===== config.mk =====
export PLATFORM = sky130hd
export DESIGN_NAME = fifo_wr_arb
export DESIGN_NICKNAME = d
export VERILOG_FILES = /design/src/rtl/fifo_wr_arb.sv
export SDC_FILE = /design/constraint.sdc
export NUM_CORES = 1
export LEC_CHECK = 0
export ABC_AREA = 1
export CORE_AREA = 2 2 256 258
export DETAILED_ROUTE_END_ITERATION = 8
export DIE_AREA = 0 0 258 260
export DONT_BUFFER_PORTS = 1
export PLACE_DENSITY_LB_ADDON = 0.1
export REMOVE_ABC_BUFFERS = 1
export SETUP_SLACK_MARGIN = 0.3
export SYNTH_ARGS = -nofsm -noshare
export SYNTH_HDL_FRONTEND = slang
export SYNTH_SLANG_ARGS = --single-unit

===== constraint.sdc =====
create_clock -name clk -period 5.6 [get_ports clk]
set_clock_uncertainty 0.05 [all_clocks]
set_input_delay 0.56 -clock clk [delete_from_list [all_inputs] [get_ports clk]]
set_output_delay 0.56 -clock clk [all_outputs]
set_load 0.005 [all_outputs]

===== src/rtl/fifo_wr_arb.sv =====
// rtl/fifo_wr_arb.sv - round-robin burst arbiter feeding a single FIFO write port
module fifo_wr_arb #(
  parameter int N_REQ     = 4,
  parameter int DATA_W    = 128,
  parameter int MAX_BURST = 8
) (
  input  logic                      clk,
  input  logic                      reset,
  input  logic [N_REQ-1:0]          req_valid,
  input  logic [N_REQ*DATA_W-1:0]   req_data,
  output logic [N_REQ-1:0]          req_ready,
  output logic                      i_wren,
  output logic [DATA_W-1:0]         i_wrdata,
  input  logic                      o_full,
  input  logic                      o_alm_full,
  output logic [N_REQ-1:0]          grant,
  output logic                      busy
);

  localparam int         OW      = (N_REQ > 1) ? $clog2(N_REQ) : 1;
  localparam logic [7:0] MAX_CNT = 8'(MAX_BURST);

  typedef enum logic {IDLE, BURST} state_t;

  state_t              state_q, state_d;
  logic [OW-1:0]       rr_ptr_q, rr_ptr_d;
  logic [OW-1:0]       owner_q, owner_d;
  logic [7:0]          cnt_q, cnt_d;
  logic                wren_q, wren_d;
  logic [DATA_W-1:0]   wrdata_q, wrdata_d;
  logic [N_REQ-1:0]    grant_q, grant_d;

  logic                any_valid;
  logic [OW-1:0]       sel;
  logic                wr_ok;
  logic                accept;
  logic [OW-1:0]       next_ptr;
  logic [DATA_W-1:0]   owner_data;

  // A write already in flight consumes the last free slot when almost full.
  assign wr_ok      = !o_full && !(o_alm_full && wren_q);
  assign accept     = (state_q == BURST) && req_valid[owner_q] && wr_ok;
  assign next_ptr   = (owner_q == OW'(N_REQ - 1)) ? '0 : owner_q + 1'b1;
  assign owner_data = req_data[int'(owner_q)*DATA_W +: DATA_W];

  assign i_wren   = wren_q;
  assign i_wrdata = wrdata_q;
  assign grant    = grant_q;
  assign busy     = (state_q == BURST);

  // Pick the first valid requester at or after rr_ptr, wrapping; scan high-to-low so the nearest wins.
  always_comb begin
    any_valid = 1'b0;
    sel       = '0;
    for (int k = N_REQ - 1; k >= 0; k--) begin
      int idx;
      idx = int'(rr_ptr_q) + k;
      if (idx >= N_REQ) idx = idx - N_REQ;
      if (req_valid[idx]) begin
        any_valid = 1'b1;
        sel       = OW'(idx);
      end
    end
  end

  // Only the burst owner sees ready, and only when the FIFO can take a beat.
  always_comb begin
    req_ready = '0;
    if ((state_q == BURST) && wr_ok && !reset) req_ready[owner_q] = 1'b1;
  end

  // Next-state, beat counting and FIFO write staging.
  always_comb begin
    state_d  = state_q;
    rr_ptr_d = rr_ptr_q;
    owner_d  = owner_q;
    cnt_d    = cnt_q;
    wren_d   = 1'b0;
    wrdata_d = wrdata_q;
    case (state_q)
      IDLE: begin
        if (any_valid) begin
          state_d = BURST;
          owner_d = sel;
          cnt_d   = '0;
        end
      end
      BURST: begin
        if (accept) begin
          wren_d   = 1'b1;
          wrdata_d = owner_data;
          cnt_d    = cnt_q + 8'd1;
          if (cnt_q + 8'd1 == MAX_CNT) begin
            state_d  = IDLE;
            rr_ptr_d = next_ptr;
          end
        end else if (!req_valid[owner_q]) begin
          state_d  = IDLE;
          rr_ptr_d = next_ptr;
        end
      end
      default: state_d = IDLE;
    endcase
    grant_d = '0;
    for (int i = 0; i < N_REQ; i++) begin
      grant_d[i] = (state_d == BURST) && (owner_d == OW'(i));
    end
  end

  // State and output registers; reset clears everything at once, dropping any staged beat.
  always_ff @(posedge clk or posedge reset) begin
    if (reset) begin
      state_q  <= IDLE;
      rr_ptr_q <= '0;
      owner_q  <= '0;
      cnt_q    <= '0;
      wren_q   <= 1'b0;
      wrdata_q <= '0;
      grant_q  <= '0;
    end else begin
      state_q  <= state_d;
      rr_ptr_q <= rr_ptr_d;
      owner_q  <= owner_d;
      cnt_q    <= cnt_d;
      wren_q   <= wren_d;
      wrdata_q <= wrdata_d;
      grant_q  <= grant_d;
    end
  end

endmodule


# After elaboration in Yosys (flattened, before gate mapping)
# Index checks and enable logic that the tools add are counted.
# op_classes
add_sub_neg,9
mul,0
n_div,0
order_cmp,10
eq_ne,9
n_shift,1
muxes,45
bitwise,1
reduce_logical,18
# op_table
operator,n
$shiftx A512 B10 Y128,1
$lt A32 B4 Y1 const B,4
$mux W32,4
$mux W1,20
$mux W2,10
$mux W8,2
$pmux W8 S2,1
$sub A3 B3 Y4 const B,3
$logic_and A1 B1 Y1,11
$bmux W1 S2,5
$ge A3 B3 Y1 const B,3
$add A8 B1 Y8 const B,1
$eq A8 B4 Y1 const B,1
$add A2 B2 Y3 const B,2
$eq A2 B2 Y1 const B,3
$mux W4,1
$ne A2 B1 Y1 const B,2
$ne A2 B2 Y1 const B,2
$reduce_and A2 Y1,2
$sub A2 B3 Y4 const B,1
$add A2 B1 Y3 const B,1
$ge A2 B3 Y1 const B,1
$logic_not A1 Y1,3
$lt A2 B3 Y1 const B,1
other kinds (8),8
# totals
ff_bits,146
latch_bits,0
ram_bits,0
romBits,0
out_inout_bits,138
wordCells,100
mem_count,0

# Longest topological paths before layout
# logic_depth
word_depth,14
depth_mapped,13
ltp_nobuf,13

# Worst setup path before layout
# Ideal clock, no wire load.
# synth_path
path_kind,input-to-output
start,input reset
end,output req_ready[0]
t_arrival_ns,4.274
t_required_ns,4.990
setup_slack_ns,0.716
cell_stages,3
n_path_buf,0
path_cell_list,inv_1 nand2_1 nor2_1
# synth_via
elab_chain_cells,3
# synth_lines
item,line_no,rtl
from (decl),8,"input logic reset,"
$logic_not A1 Y1 (no source line),-,
$logic_and A1 B1 Y1,69,if ((state_q == BURST) && wr_ok && !reset) req_ready[owner_q] = 1'b1;
$mux W4,69,
to (decl),11,"output logic [N_REQ-1:0] req_ready,"
# No other way between the ends.

# Final worst setup path
# layout_path
start,register owner_q[1]
end,"register wrdata_q[97], in the netlist i_wrdata[97]"
# layout_via
elab_chain_cells,5
# layout_lines
item,line_no,rtl
from (decl),27,"logic [OW-1:0] owner_q, owner_d;"
from (signal assigned),123,owner_q <= owner_d;
branches (longest 5 deep; another with $shiftx A512 B10 Y128),-,
to (signal assigned),126,wrdata_q <= wrdata_d;
to (decl),30,"logic [DATA_W-1:0] wrdata_q, wrdata_d;"
# Several ways; the timed one is not identified. The select of a mux whose other input is x is not followed.
# A chain may end at the register's enable or synchronous reset.

==> results.md <==
* Final Routed Wirelength at slightly above 40000 um
* Global Route Usage Sum at between 10% and 20%
* Wire length on met3 at about 2700 um
* DR iter-0 viols at between 600 and 700
* Crit-path cells: inv_4, a21oi_1, o21ai_1, nand2_1, nand2_4, inv_4, buf_4, nand2_1, nand2_1
* Post-CTS Hold Fix Bufs at 0
* # resized after CTS at 0
* Max layer used: met5
* Slew HR at a little under two fifths
* Share of cells above drive strength 1 at under 10%
* Fraction of registers with async set/reset at between 90% and 100%
* List of most frequent post-synthesis cells: nand2_1 (449), nor2_1 (275), o21ai_0 (252)
* Top cell type's share of synthesized area at about 39%
* Crit-path slowest cell: dfrtp_4
* Power density cells at 617 nW/um2
* Final Max Slew Viols at 0
* Tcrit/Tclk final at about two thirds
* Initial antenna violation count at 2
* Crit Path Class: reg -> reg
* Final Hold Fails at 0
* Prevailing post-synth register cell: dfrtp_1
* Period minus WS final at between 3 and 4 ns
* DRC at 0
* Seq/Total Area, Yosys at about two fifths
* GP Congestion at 0.793
* Postcts setup bufs at 0
* RSZ-0062 raised after global routing: false
* Area after DPL at just over 10000 um2
* Synth area leaders: dfrtp_1 (39%), nand2_1 (18%), o21ai_0 (13%)
* Ports at about 660
* Drt wl/cell at roughly 19 um
* Final Util at 16.7%
* Mapped cell area at ~9500 um2
* Via/cell ratio at between 4 and 5
* Worst Hold Class: in -> async
* Synth area leader: dfrtp_1
* # rows at 93
* Met2 routed WL at approximately 21000 um
* Worst VDD drop at slightly below 0.3 mV
* CP endpoint kind: flip-flop
* Final setup vio count at 0
* Pin count of the biggest net entering global routing at about 100
* Arrival time at the worst endpoint at slightly above 4 ns
* Clock buffer count from CTS at 17
* CTS sink count at about 150
* Starting Density at between 10 and 15%
* Netlist cell types at 28
* Number of synthesized register bits at 146
* Crit path launch type: flip-flop
* Leak pwr at between 0.004 and 0.005 uW
* Worst Path Required at about 6.0 ns
* Synth Instances at ~1500
* Worst r2r path cells at 9
* WL met1 at 16700 um
* Pre-Repair DR Iteration Count at 5
* Clock transition at path regs at 0.06 ns
* I/O Buffers at 0
* Area grow syn2layout at 12.8%
* Die ar. at between 60000 and 70000 um2
* Post-route ant nets at 0
* Fill cells at ~7400
* Cell seen most often among critical-path stages: nand2_1
* Die width at 258 um
* Vias in the first global route at ~9500
* Number of synthesized flops with an enable pin at 0
* Post-route cell area at 10700 um2
* Synth Warn # at 0
* CORE AREA at around 64000 um2
* Slowest stage delay, CP at between 0.9 and 1 ns
* Hpwl dp at between 30000 and 40000 um
* Most frequent cell after synthesis: nand2_1
* Final net count at ~1900
* Vias at around 9800
* Grt ovf at 0
* CTS tree: built
* Syn_area_per_cell at ~6.5 um2
* Measured slew at the worst slew-check pin at 0.930 ns
* Ant diodes at 0
* Chip height at around 260 um
* Clock root buffer: clkbuf_16
* Global-route wire length before repair at between 60000 and 70000 um
* Crit Path Max Fanout at 68
* Max capacitance violation total at 0
* H-tree Lvls at 4
* Max clock buf depth at 2
* Fmax at ~270 MHz
* Worst-Skew Late Latency at between 0.4 and 0.5 ns
* Status: finished clean
-- state kept, by name (all words and copies together), names as in the netlist --
| name | flops |
|---|---|
| rr_ptr_q | 2 |
| cnt_q | 8 |
| owner_q | 2 |
| i_wrdata | 128 |
| i_wren | 1 |
| grant | 4 |
| busy | 1 |
-- power breakdown --
part           total [uW]  switching [uW]  internal, uW
Clock                1210             506           700
Combinational        3230            2220          1010
Sequential           2180             639          1540
-- cell usage in the layout (no fill, tap or decap), types with 5 or more instances in the layout --
cell	n
clkbuf_16	17
nand3_1	19
nand2_1	449
o21ai_0	252
inv_1	25
buf_4	10
clkinvlp_4	5
ha_1	5
nor2_1	275
o21ai_1	12
o22ai_1	130
dfrtp_1	144
-- critical path: cells and delay by family, from the launching register on --
| kind | cells | cell delay (ns) |
|---|---|---|
| flip-flops | 1 | 0.91 |
| AO/OA/AOI/OAI | 2 | 0.31 |
| buffers and inverters | 3 | 1.65 |
| AND/OR/NAND/NOR | 4 | 0.52 |
-- per-stage QoR --
| step | setup TNS [ns] | std cells | worst slack (ns) | hold WS, ns | power (uW) |
|---|---|---|---|---|---|
| detailed placement | 0 | 2203 | 1.78 | 0.460 | 5520 |
| global route | 0 | 2235 | 1.43 | 0.0392 | 7320 |
| global placement | 0 | 2203 | 1.83 | 0.463 | 5540 |
| CTS | 0 | 2235 | 1.75 | 0.00998 | 6790 |
| finish | 0 | 2235 | 1.87 | 0.0109 | 6610 |
| floorplan | -530.28 | 1337 | -3.77 | 0.423 | 4300 |
-- cell families (layout without fill, tap and decap cells) --
logic type                 after synthesis  in the layout  share of synthesized area (%)
and+or+nand+nor                        754            754                           30.6
AOI/OAI and AO/OA                      398            398                           22.9
DFF                                    146            146                           38.5
buffers and inverters                  146             75                           7.23
adders and majority gates                5              5                          0.659
xor gates and xnor gates                 2              2                          0.185
-- final timing paths --
check                                         from                         to  slack, ns
setup reg to reg              owner_q[1]$_DFF_PP0_   i_wrdata[97]$_DFFE_PP0P_       1.87
hold / removal                               reset  i_wrdata[115]$_DFFE_PP0P_       0.01
max in group asynchronous                    reset   i_wrdata[28]$_DFFE_PP0P_       4.54
setup / recovery              owner_q[1]$_DFF_PP0_   i_wrdata[97]$_DFFE_PP0P_       1.87
hold reg to reg            i_wrdata[1]$_DFFE_PP0P_    i_wrdata[1]$_DFFE_PP0P_       0.47
min in group clk                     req_data[101]  i_wrdata[101]$_DFFE_PP0P_       0.32
-- area by class of cell --
type | instances | area [um2] | area share [%]
Clock buffer | 20 | 437 | 4.08
Clock inverter | 12 | 159 | 1.48
Inverter | 32 | 135 | 1.26
Multi-Input combinational cell | 1159 | 5150 | 48.1
Sequential cell | 146 | 3660 | 34.2
Tap cell | 855 | 1070 | 9.99
Timing Repair Buffer | 11 | 95.1 | 0.888
-- layer usage --
| metal | global-route usage [%] | vias up |
|---|---|---|
| li1 | - | 4633 |
| met1 | 14.0 | 4668 |
| met2 | 20.2 | 402 |
| met3 | 3.11 | 57 |
| met4 | 4.95 | 2 |
| met5 | 0 | - |
Note: power is estimated with default switching activity, not from simulation.
